===== config.mk =====
export PLATFORM = sky130hd
export DESIGN_NAME = hazard_stall_ctrl
export DESIGN_NICKNAME = d
export VERILOG_FILES = /design/src/rtl/hazard_stall_ctrl.sv
export SDC_FILE = /design/constraint.sdc
export NUM_CORES = 1
export LEC_CHECK = 0
export CAP_MARGIN = 20
export CORE_AREA = 2 2 39 41
export DETAILED_ROUTE_END_ITERATION = 8
export DIE_AREA = 0 0 41 43
export DONT_BUFFER_PORTS = 1
export PLACE_DENSITY_LB_ADDON = 0.08
export SLEW_MARGIN = 25
export SYNTH_ARGS = -nofsm -noshare
export SYNTH_HDL_FRONTEND = slang
export SYNTH_SLANG_ARGS = --single-unit

===== constraint.sdc =====
create_clock -name Clk -period 2 [get_ports Clk]
set_input_delay 0.4 -clock Clk [delete_from_list [all_inputs] [get_ports Clk]]
set_output_delay 0.4 -clock Clk [all_outputs]
set_load 0.02 [all_outputs]

===== src/rtl/hazard_stall_ctrl.sv =====
// Pipeline hazard/stall controller: load-use and HI/LO-occupancy stalls, branch flush, muldiv launch.
// Optional stall-cycle performance counter built only when HAZARD_PERF_CNT_EN is defined.
module hazard_stall_ctrl #(
  parameter int MULDIV_CYCLES = 4
) (
  input  logic        Clk,
  input  logic        Reset,
  input  logic [4:0]  id_rs,
  input  logic [4:0]  id_rt,
  input  logic        id_uses_rt,
  input  logic        id_is_muldiv,
  input  logic        id_reads_hilo,
  input  logic        ex_MemRead,
  input  logic [4:0]  ex_WriteReg,
  input  logic        branch_taken,
  output logic        PCWrite,
  output logic        IFID_Write,
  output logic        IFID_flush,
  output logic        IDEX_bubble,
  output logic        muldiv_start,
  output logic        muldiv_busy,
  output logic        stall_out,
  output logic [15:0] stall_count
);

  localparam logic [5:0] MdLoad = 6'(MULDIV_CYCLES);

  logic [5:0] mdcnt;
  logic       loadUse;
  logic       hiloHazard;

  assign muldiv_busy = (mdcnt != 6'd0);

  assign loadUse = ex_MemRead && (ex_WriteReg != 5'd0) &&
                   ((ex_WriteReg == id_rs) || (id_uses_rt && (ex_WriteReg == id_rt)));

  assign hiloHazard = muldiv_busy && (id_reads_hilo || id_is_muldiv);

  // Flush outranks any stall: the ID instruction is being discarded anyway.
  always_comb begin
    PCWrite      = 1'b1;
    IFID_Write   = 1'b1;
    IFID_flush   = 1'b0;
    IDEX_bubble  = 1'b0;
    muldiv_start = 1'b0;
    stall_out    = 1'b0;
    if (Reset) begin
      PCWrite     = 1'b0;
      IFID_Write  = 1'b0;
      IFID_flush  = 1'b1;
      IDEX_bubble = 1'b1;
    end else if (branch_taken) begin
      IFID_flush  = 1'b1;
      IDEX_bubble = 1'b1;
    end else if (loadUse || hiloHazard) begin
      PCWrite     = 1'b0;
      IFID_Write  = 1'b0;
      IDEX_bubble = 1'b1;
      stall_out   = 1'b1;
    end else begin
      muldiv_start = id_is_muldiv;
    end
  end

  // Occupancy keeps draining through stalls and flushes.
  always_ff @(posedge Clk or posedge Reset) begin
    if (Reset) begin
      mdcnt <= 6'd0;
    end else if (muldiv_start) begin
      mdcnt <= MdLoad;
    end else if (mdcnt != 6'd0) begin
      mdcnt <= mdcnt - 6'd1;
    end
  end

`ifdef HAZARD_PERF_CNT_EN
  logic [15:0] stallCnt;

  always_ff @(posedge Clk or posedge Reset) begin
    if (Reset) begin
      stallCnt <= 16'h0000;
    end else if (stall_out && (stallCnt != 16'hFFFF)) begin
      stallCnt <= stallCnt + 16'd1;
    end
  end

  assign stall_count = stallCnt;
`else
  assign stall_count = 16'h0000;
`endif

endmodule


==> results_tabular.tex <==
\begin{tabular}{lr}
\hline
Metric & Value \\
\hline
\multicolumn{2}{l}{\textbf{Run status}} \\
\quad Run status & finished, violations left \\
\quad Violated checks & setup timing \\
\multicolumn{2}{l}{\textbf{Global routing}} \\
\quad Maximum number of pins on one net before global-route repair & 8 \\
\quad Antenna violations before repair & 0 \\
\quad GRT Util Overall & 15.0\% \\
\quad First-pass GRT wire length & 1740 um \\
\quad Overall overflow remaining after global route & 0 \\
\quad Via count of the first global-routing pass & 482 \\
\multicolumn{2}{l}{\textbf{Power}} \\
\quad Power density normalized to cell area & 1130 nW/um\^{}2 \\
\quad Leak & 0.369 nW \\
\quad Maximum ir drop on the vdd rail & 0.482 mV \\
\quad Total power of the final layout & 0.896 mW \\
\multicolumn{2}{l}{\textbf{Cells and area}} \\
\quad Largest register FFs & 6 \\
\quad Layout area overhead & 25.7\% \\
\quad NumNets Final & 122 \\
\quad Area taken by flip-flops and latches & 150 um\^{}2 \\
\quad Fraction of layout cells with a size suffix above 1 & 34.4\% \\
\quad Total area of multi-input combinational cells & 439 um\^{}2 \\
\quad \# diodes & 0 \\
\quad Top Registers & mdcnt (6) \\
\quad Top register by number of flip-flops & mdcnt \\
\quad Number of filler instances in the final layout & 132 \\
\quad Post-layout instance count excluding filler cells & 112 \\
\quad Utilization of the core after routing & 57.5\% \\
\quad Final Instance Area & 796 um\^{}2 \\
\multicolumn{2}{l}{\textbf{Clock tree}} \\
\quad Number of buffers between clock root and the deepest sink & 2 \\
\quad Number of buffers added by the clock tree synthesis step & 3 \\
\quad TritonCTS clock tree & built \\
\quad Clock input transition at the sequential cells of the worst setup and hold paths & 40 ps \\
\quad H-tree level count & 1 \\
\quad Number of sinks on the clock net & 6 \\
\quad Latest clock arrival within the worst-skew pair & 240 ps \\
\quad CTS Root Cell & sky130\_fd\_sc\_hd\_\_clkbuf\_4 \\
\multicolumn{2}{l}{\textbf{Placement}} \\
\quad Setup Slack @ Placement & 55.5 ps \\
\quad PortBufs & 0 \\
\quad Placed Instances & 96 \\
\quad Instance area after placement & 642 um\^{}2 \\
\quad Final HPWL from detailed placement & 911 um \\
\quad Final weighted congestion in routability-driven placement & 0.694 \\
\multicolumn{2}{l}{\textbf{Route}} \\
\quad Average detailed-routed wire length per instance & 10.8 um \\
\quad DRC violation total after the first TritonRoute iteration & 3 \\
\quad Post-route DRC violation count & 0 \\
\quad Via density & 4.78 \\
\quad Detailed-router iteration count before antenna repair & 2 \\
\quad Post-route ant nets & 0 \\
\quad Total via count in the routed design & 535 \\
\quad Total wire length & 1210 um \\
\multicolumn{2}{l}{\textbf{Timing}} \\
\quad Final setup vio count & 2 \\
\quad Post-layout minimum cycle time & 2040 ps \\
\quad Max Clock Freq & 0.491 GHz \\
\quad Number of pins with negative max-slew slack in the final report & 0 \\
\quad Post-route clock skew & 0.247 ps \\
\quad Worst-case hold slack & 502 ps \\
\quad Count of endpoints failing hold in the final timing report & 0 \\
\quad Unrepaired setup endpoints after global routing & yes \\
\quad Setup TNS & -74.5 ps \\
\quad Final Cycle Share & 102\% \\
\quad Final Worst Setup Slack & -37.3 ps \\
\multicolumn{2}{l}{\textbf{Setup path}} \\
\quad WP data required & 1600 ps \\
\quad Classification of the worst setup path & reg2out \\
\quad Path depth of the worst reg2reg path & 8 \\
\quad Delay contributed by the slowest stage of the critical path & 390 ps \\
\quad Worst path cell trace & inv\_2 > ha\_4 > nor2b\_4 > and2\_4 > inv\_8 > o21ai\_4 > a21boi\_2 > o21a\_4 \\
\quad Arrival time worst endpoint & 1640 ps \\
\quad Startpoint Class & flop \\
\quad Critical path capture point type & output pin \\
\quad Critical path's slowest cell & sky130\_fd\_sc\_hd\_\_dfrtp\_1 \\
\quad Largest fanout of any net on the critical path & 2 \\
\multicolumn{2}{l}{\textbf{Die}} \\
\quad Std cell rows & 14 \\
\quad Total I/O pin count & 45 \\
\quad Starting density of the core & 45.8\% \\
\quad Core Area & 1380 um\^{}2 \\
\quad Overall die area & 1760 um\^{}2 \\
\quad Overall die width & 41 um \\
\quad Die height & 43 um \\
\multicolumn{2}{l}{\textbf{Logic synthesis}} \\
\quad Post-Syn Instances & 79 \\
\quad Share of synthesized area occupied by flip-flops and latches & 23.7\% \\
\quad Mean post-synth cell area & 8.01 um\^{}2 \\
\quad Cell variety after synth & 27 \\
\quad Number of register bits inferred by synthesis & 6 \\
\quad Netlist Area Pre-Place & 633 um\^{}2 \\
\quad Most instantiated flip-flop cell in the synthesis netlist & sky130\_fd\_sc\_hd\_\_dfrtp\_1 \\
\quad Ys async rst share & 100\% \\
\quad Library cell with the largest summed area after synthesis & sky130\_fd\_sc\_hd\_\_dfrtp\_1 \\
\quad EDFF count, synth & 0 \\
\quad Area share of the largest cell type after synthesis & 23.7\% \\
\quad Synth cell count leaders & sky130\_fd\_sc\_hd\_\_buf\_4 (17), sky130\_fd\_sc\_hd\_\_xnor2\_1 (10), sky130\_fd\_sc\_hd\_\_nand2\_1 (8) \\
\quad Top cells by area, synth & sky130\_fd\_sc\_hd\_\_dfrtp\_1 (24\%), sky130\_fd\_sc\_hd\_\_buf\_4 (20\%), sky130\_fd\_sc\_hd\_\_xnor2\_1 (14\%) \\
\quad Most frequent cell after synthesis & sky130\_fd\_sc\_hd\_\_buf\_4 \\
\quad Total number of yosys warnings & 0 \\
\multicolumn{2}{l}{\textbf{Flow run}} \\
\quad Max-cap violations & 0 \\
\multicolumn{2}{l}{\textbf{Worst hold path}} \\
\quad Worst Hold Path Cells & 1 \\
\quad Path class of the lowest-slack min-delay path & reg2reg \\
\hline
\end{tabular}
## area by class of cell
| type | instances | area share [%] |
|---|---|---|
| Clock buffer | 3 | 2.83 |
| Inverter | 5 | 3.30 |
| Multi-Input combinational cell | 65 | 55.2 |
| Sequential cell | 6 | 18.9 |
| Tap cell | 16 | 2.52 |
| Timing Repair Buffer | 17 | 17.3 |
## placed cells by master, fill, tap and decap left out, drive strengths merged
master       instances
nand4                1
a21o                 2
dfrtp                6
inv                  5
conb                16
clkbuf               3
or4                  1
and2                 2
o22ai                2
xor2                 1
dlygate4sd3          1
buf                 16
o21a                 2
a221o                1
o21ai                2
a21boi               1
nor2                 3
nor2b                2
nor3                 3
xnor2               10
ha                   2
a21oi                2
nor4                 1
nand2                8
nand3                3
## where the power goes
part | internal [mW] | switching (mW)
Sequential | 0.186 | 0.0568
Combinational | 0.304 | 0.238
Clock | 0.0678 | 0.0433
## worst max-delay path: cells and delay by family, from the launching register on
kind	cells	cell delay (ps)
AOI/OAI and AO/OA	3	440
DFF	1	390
and+or+nand+nor	2	310
adders and majority gates	1	130
buffers and inverters	2	120
## cell families after synthesis
family / Yosys count / share of synthesized area [%]
compound gates: 12 / 14.0
xor+xnor: 11 / 15.2
fa+ha+maj: 2 / 3.95
buf+inv: 23 / 23.9
flops: 6 / 23.7
other cells: 1 / 0.592
simple gates: 24 / 18.6
## path summary, 6_finish.rpt
| kind | from | endpoint | slack, ps |
|---|---|---|---|
| worst max-delay path | mdcnt[0] | PCWrite | -40 |
| worst min-delay path | mdcnt[3] | mdcnt[3] | 500 |
| worst max register to register | mdcnt[0] | mdcnt[2] | 370 |
| worst min register to register | mdcnt[3] | mdcnt[3] | 500 |
| max in group asynchronous | Reset | mdcnt[2] | 1220 |
| min in group asynchronous | Reset | mdcnt[1] | 550 |
## layer usage
metal / vias up / GRT usage [%] / wire length, um / share of wire, %
met1: 245 / 17.2 / 422 / 35
met2: 25 / 22.2 / 661 / 55
met3: 4 / 1.57 / 87 / 7.2
met4: 0 / 14.7 / 36 / 3.0
li1: 261 / - / - / -
met5: - / 0 / 0 / 0
## timing repair
item	in CTS	in global routing
hold endpoints to repair	6	0
setup buffers	6	6
endpoints found under the setup margin	2	2
gates resized for setup	2	5
pin swaps	1	3
hold buffers	1	0
Power figures use the tool's default switching activity.
